$ cat config.mk
export PLATFORM = sky130hd
export DESIGN_NAME = text_console_ctrl
export DESIGN_NICKNAME = d
export VERILOG_FILES = /design/src/rtl/text_console_ctrl.sv
export SDC_FILE = /design/constraint.sdc
export NUM_CORES = 1
export LEC_CHECK = 0
export BUFFER_PORTS_ARGS = -buffer_cell sky130_fd_sc_hd__buf_4
export CORE_MARGIN = 2
export CORE_UTILIZATION = 50
export DETAILED_ROUTE_END_ITERATION = 10
export PLACE_DENSITY = 0.7
export SKIP_CTS_REPAIR_TIMING = 1
export SYNTH_ARGS = -nofsm -noshare
export SYNTH_HDL_FRONTEND = slang
export SYNTH_SLANG_ARGS = --single-unit
$ cat constraint.sdc
create_clock -name clk -period 2.94 [get_ports clk]
set_clock_uncertainty 0.15 [all_clocks]
set_input_delay 0.588 -clock clk [delete_from_list [all_inputs] [get_ports clk]]
set_output_delay 0.588 -clock clk [all_outputs]
set_load 0.005 [all_outputs]
$ cat src/rtl/text_console_ctrl.sv
// Byte-stream text terminal sequencer for port A of char_buffer.
// Tracks a cursor over a COLS x ROWS grid, writes glyphs, and performs
// clear-screen and one-row hardware scroll through the single CPU-side port.
module text_console_ctrl #(
  parameter int         COLS  = 80,
  parameter int         ROWS  = 30,
  parameter logic [7:0] BLANK = 8'h20
) (
  input  logic        clk,
  input  logic        reset,
  input  logic [7:0]  in_data,
  input  logic        in_valid,
  output logic        in_ready,
  output logic [11:0] buf_addr,
  output logic [7:0]  buf_wdata,
  output logic        buf_we,
  output logic        buf_en,
  input  logic [7:0]  buf_rdata,
  output logic [4:0]  cursor_row,
  output logic [6:0]  cursor_col,
  output logic        busy
);

  localparam logic [11:0] COLS_A    = 12'(COLS);
  localparam logic [11:0] LAST_ADDR = 12'(COLS * ROWS - 1);
  localparam logic [11:0] LAST_DST  = 12'((ROWS - 1) * COLS - 1);
  localparam logic [11:0] CLR_BASE  = 12'((ROWS - 1) * COLS);
  localparam logic [4:0]  LAST_ROW  = 5'(ROWS - 1);
  localparam logic [6:0]  LAST_COL  = 7'(COLS - 1);

  typedef enum logic [2:0] {IDLE, PUT, SCR_RD, SCR_WR, SCR_CLR, CLS} state_t;

  state_t      state_q, state_d;
  logic [4:0]  row_q, row_d;
  logic [6:0]  col_q, col_d;
  logic [11:0] addr_q, addr_d;
  logic [7:0]  wdata_q, wdata_d;
  logic        we_q, we_d;
  logic        en_q, en_d;
  logic        busy_q, busy_d;
  logic [11:0] dst_q, dst_d;
  logic        bs_q, bs_d;
  logic        start_scroll;

  function automatic logic [11:0] lin(input logic [4:0] r, input logic [6:0] c);
    return 12'(r) * COLS_A + 12'(c);
  endfunction

  // State, cursor and registered bus outputs
  always_ff @(posedge clk) begin
    if (reset) begin
      state_q <= IDLE;
      row_q   <= '0;
      col_q   <= '0;
      addr_q  <= '0;
      wdata_q <= '0;
      we_q    <= 1'b0;
      en_q    <= 1'b0;
      busy_q  <= 1'b0;
      dst_q   <= '0;
      bs_q    <= 1'b0;
    end else begin
      state_q <= state_d;
      row_q   <= row_d;
      col_q   <= col_d;
      addr_q  <= addr_d;
      wdata_q <= wdata_d;
      we_q    <= we_d;
      en_q    <= en_d;
      busy_q  <= busy_d;
      dst_q   <= dst_d;
      bs_q    <= bs_d;
    end
  end

  // Next-state, cursor update and next bus cycle
  always_comb begin
    state_d      = state_q;
    row_d        = row_q;
    col_d        = col_q;
    addr_d       = addr_q;
    wdata_d      = wdata_q;
    we_d         = 1'b0;
    en_d         = 1'b0;
    busy_d       = 1'b0;
    dst_d        = dst_q;
    bs_d         = bs_q;
    start_scroll = 1'b0;

    unique case (state_q)
      IDLE: begin
        if (in_valid) begin
          if (in_data >= 8'h20 && in_data <= 8'h7E) begin
            state_d = PUT;
            addr_d  = lin(row_q, col_q);
            wdata_d = in_data;
            we_d    = 1'b1;
            en_d    = 1'b1;
            bs_d    = 1'b0;
          end else begin
            case (in_data)
              8'h08: begin
                if (col_q != '0) begin
                  state_d = PUT;
                  addr_d  = lin(row_q, col_q - 7'd1);
                  wdata_d = BLANK;
                  we_d    = 1'b1;
                  en_d    = 1'b1;
                  bs_d    = 1'b1;
                end
              end
              8'h0A: begin
                col_d = '0;
                if (row_q == LAST_ROW) start_scroll = 1'b1;
                else                   row_d = row_q + 5'd1;
              end
              8'h0D: col_d = '0;
              8'h0C: begin
                state_d = CLS;
                addr_d  = '0;
                wdata_d = BLANK;
                we_d    = 1'b1;
                en_d    = 1'b1;
                busy_d  = 1'b1;
              end
              default: ;
            endcase
          end
        end
      end
      PUT: begin
        state_d = IDLE;
        if (bs_q) begin
          col_d = col_q - 7'd1;
        end else if (col_q == LAST_COL) begin
          col_d = '0;
          if (row_q == LAST_ROW) start_scroll = 1'b1;
          else                   row_d = row_q + 5'd1;
        end else begin
          col_d = col_q + 7'd1;
        end
      end
      SCR_RD: begin
        state_d = SCR_WR;
        addr_d  = dst_q;
        we_d    = 1'b1;
        en_d    = 1'b1;
        busy_d  = 1'b1;
      end
      SCR_WR: begin
        busy_d = 1'b1;
        if (dst_q == LAST_DST) begin
          state_d = SCR_CLR;
          addr_d  = CLR_BASE;
          wdata_d = BLANK;
          we_d    = 1'b1;
          en_d    = 1'b1;
        end else begin
          state_d = SCR_RD;
          dst_d   = dst_q + 12'd1;
          addr_d  = dst_q + 12'd1 + COLS_A;
          en_d    = 1'b1;
        end
      end
      SCR_CLR, CLS: begin
        if (addr_q == LAST_ADDR) begin
          state_d = IDLE;
          if (state_q == CLS) begin
            row_d = '0;
            col_d = '0;
          end
        end else begin
          addr_d  = addr_q + 12'd1;
          wdata_d = BLANK;
          we_d    = 1'b1;
          en_d    = 1'b1;
          busy_d  = 1'b1;
        end
      end
      default: state_d = IDLE;
    endcase

    if (start_scroll) begin
      state_d = SCR_RD;
      addr_d  = COLS_A;
      en_d    = 1'b1;
      busy_d  = 1'b1;
      dst_d   = '0;
    end
  end

  assign in_ready   = (state_q == IDLE);
  // Read data only arrives during the write cycle itself, so the scroll
  // copy passes it straight through instead of waiting a further cycle.
  assign buf_wdata  = (state_q == SCR_WR) ? buf_rdata : wdata_q;
  assign buf_addr   = addr_q;
  assign buf_we     = we_q;
  assign buf_en     = en_q;
  assign busy       = busy_q;
  assign cursor_row = row_q;
  assign cursor_col = col_q;

endmodule

==> results.cfg <==
[drt]
wirelength_mm = 12.2
via_per_inst = 6.06
top_layer = met4
first_pass_iters = 5
dr_wl_met2_mm = 5.33
drt_iter0_markers = 398
drcViolationCount = 0
wl_met1_mm = 5.75
avgRoutedWirePerCell_um = 16.8
drtAntennaViolNets = 0
vias = 4397
wl_met3_um = 871

[synth]
syn_avg_cell_area_um2 = 7.94
netlist.area_leader.share_pct = 23.2
yosys-top-cells-area = dfxtp_1 23%, ha_1 5.7%, a21oi_1 5.2%, nand2_1 4.9%, nor2_1 4.7%
synth-main-ff-cell = dfxtp_1
netlist_top_cells_count = 58 x nand2_1, 55 x nor2_1, 51 x dfxtp_1
synth_area_um2 = 4400
yosys_warnings = 0
async_flop_share_pct = 0
syn_inst = 554
synth_edf_count = 0
synth.most_common_cell = nand2_1
synth_top_area_cell = dfxtp_1
synth-seq-area-share_pct = 23.2
synth_nets = 596
yosysUniqueCellTypes = 90
ys_seq_elements = 51

[outcome]
status = completed

[timing]
period_needed_ps = 2780
max_freq_ghz = 0.360
period_share_pct = 94.6
worstMarginPinSlew_ps = 652
slew_headroom_pct = 56.2
finalSetupViolations = 0
final-hold-violation-count = 0
fin_setup_tns_ps = 0
rsz0062_at_grt = no
report.final.slew_viol_count = 0

[grt]
grt_overflow = 0
grt_max_degree = 25
grt_pass1_vias = 4092
grt_pass1_wl_mm = 20.1
antenna_found_initial = 0
track_usage_pct = 25.3

[place]
place_congestion = 0.960
port_buffers = 54
dpl-instance-area_um2 = 4960
dp_hpwl_mm = 9.31

[critical_path]
cp_top_family = compound AO/OA/AOI/OAI gates
rr_startpoint = cursor_col[0]
path_buf_inv = 1
cp-start-kind = register
cp_max_fo = 6
startpoint = cursor_col[0]
worstPathCellList = inv_1 -> ha_2 -> nand2_1 -> xnor2_1 -> ha_1 -> fa_2 -> a21o_1 -> a21oi_1 -> or2_0 -> o311a_1 -> o32a_1 -> o31ai_1
worst_path_max_delay_cell = dfxtp_1
rr_worst_depth = 12
crit_required_ps = 3030
critical_path_depth = 12
arrival_ps = 2870
regToRegEndpoint = buf_addr[10]
end_kind = register
max_stage_delay_ps = 420
worstSetupPathType = register to register
reg2reg_slack_ps = 160

[clocking]
cts_tree = built
root_buffer = clkbuf_8
htree_levels = 2
clock-sinks = 51
path_clk_slew_ps = 110
clockBufferDepth = 2
clk_latency_ps = 320
numCtsBuffers = 5

[layout]
fin_area_um2 = 5080
nNetsFinal = 659
drive_above_1_share_pct = 22.2
area_growth_pct = 15.6
n_antenna_cell = 0

[die]
dieArea_um2 = 9560
start_util_pct = 50.9
die-height_um = 97.8
dieWidth_um = 97.8
rows = 34
num_io_pins = 55
core_area_um2 = 8640

[power_and_ir_drop]
power.static_leakage_uw = 0.00201
finalPower_uw = 1390
ir_worst_vdd_mv = 0.166
power_density_nw_per_um2 = 272

[min_path]
hp-start = wdata_q[2]
hold_path_depth = 1
hp-class = register to register
holdPathEnd = wdata_q[2]

[job]
drv_cap = 0
==> metal layers <==
metal / vias up / global-route usage [%]
li1: 2163 / -
met5: - / 0
met4: 0 / 7.80
met1: 2039 / 35.8
met2: 176 / 39.4
met3: 19 / 4.80
==> flip-flops by register name (all words and copies together) (netlist names), 3 cells and up <==
signal,flops
wdata_q,8
cursor_col,7
buf_addr,12
dst_q,12
cursor_row,5
state_q,3
==> placed cells by master (no fill, tap or decap), types with 3 or more instances in the layout <==
cell       n
buf_4     89
nand2_1   58
nor2_1    54
dfxtp_1   51
a21oi_1   46
o21ai_0   23
ha_1      19
nand3_1   18
xnor2_1   17
inv_1     17
xor2_1    15
nor3_1    14
nor2b_1   11
nand4_1   11
mux2_2     9
a311oi_1   7
and3_1     7
a31oi_1    7
a211oi_1   7
or3_1      6
a21o_1     6
o211ai_1   6
clkbuf_8   6
nand2b_1   5
and2_1     5
mux2i_1    5
a31o_1     5
and4_1     4
nor3b_1    3
o22ai_1    3
nand3b_1   3
o21bai_1   3
o311ai_0   3
a221oi_1   3
or4_1      3
==> how the worst max path moves through the flow <==
stage,endpoint,slack (ps)
floorplan,buf_addr[10],150
global placement,buf_addr[10],140
detailed placement,buf_addr[10],70
CTS,buf_addr[10],50
global route,buf_addr[10],10
finish,buf_addr[10],160
==> logic make-up after synthesis <==
group	share of synthesized area (%)
and+or+nand+nor	28.3
AOI/OAI and AO/OA	24.0
DFF	23.2
buffers and inverters	7.00
xor gates and xnor gates	6.94
adders and majority gates	7.05
muxes	3.44
==> layout make-up <==
class / instances / area (um2)
fillers: 786 / 3550
repair buffers: 89 / 668
clock inverters: 2 / 16.3
inverters: 17 / 63.8
multi-input cells: 453 / 3100
well taps: 108 / 135
flip-flops and latches: 51 / 1020
clock buffers: 6 / 82.6
==> where the power goes <==
group,switching [uW],internal (uW)
logic,120,98.3
registers,14.4,704
clock network,256,193
total,390,995
==> stage by stage <==
stage | worst slack [ps] | hold WS [ps] | util [%] | std cells
detailed placement | 71.1 | 311 | 57.4 | 718
floorplan | 153 | 295 | - | 554
finish | 160 | 335 | 58.9 | 726
CTS | 47.2 | 342 | 58.6 | 726
global placement | 138 | 307 | 57.4 | 718
global route | 10.3 | 359 | 58.9 | 726
Power figures use the tool's default switching activity.
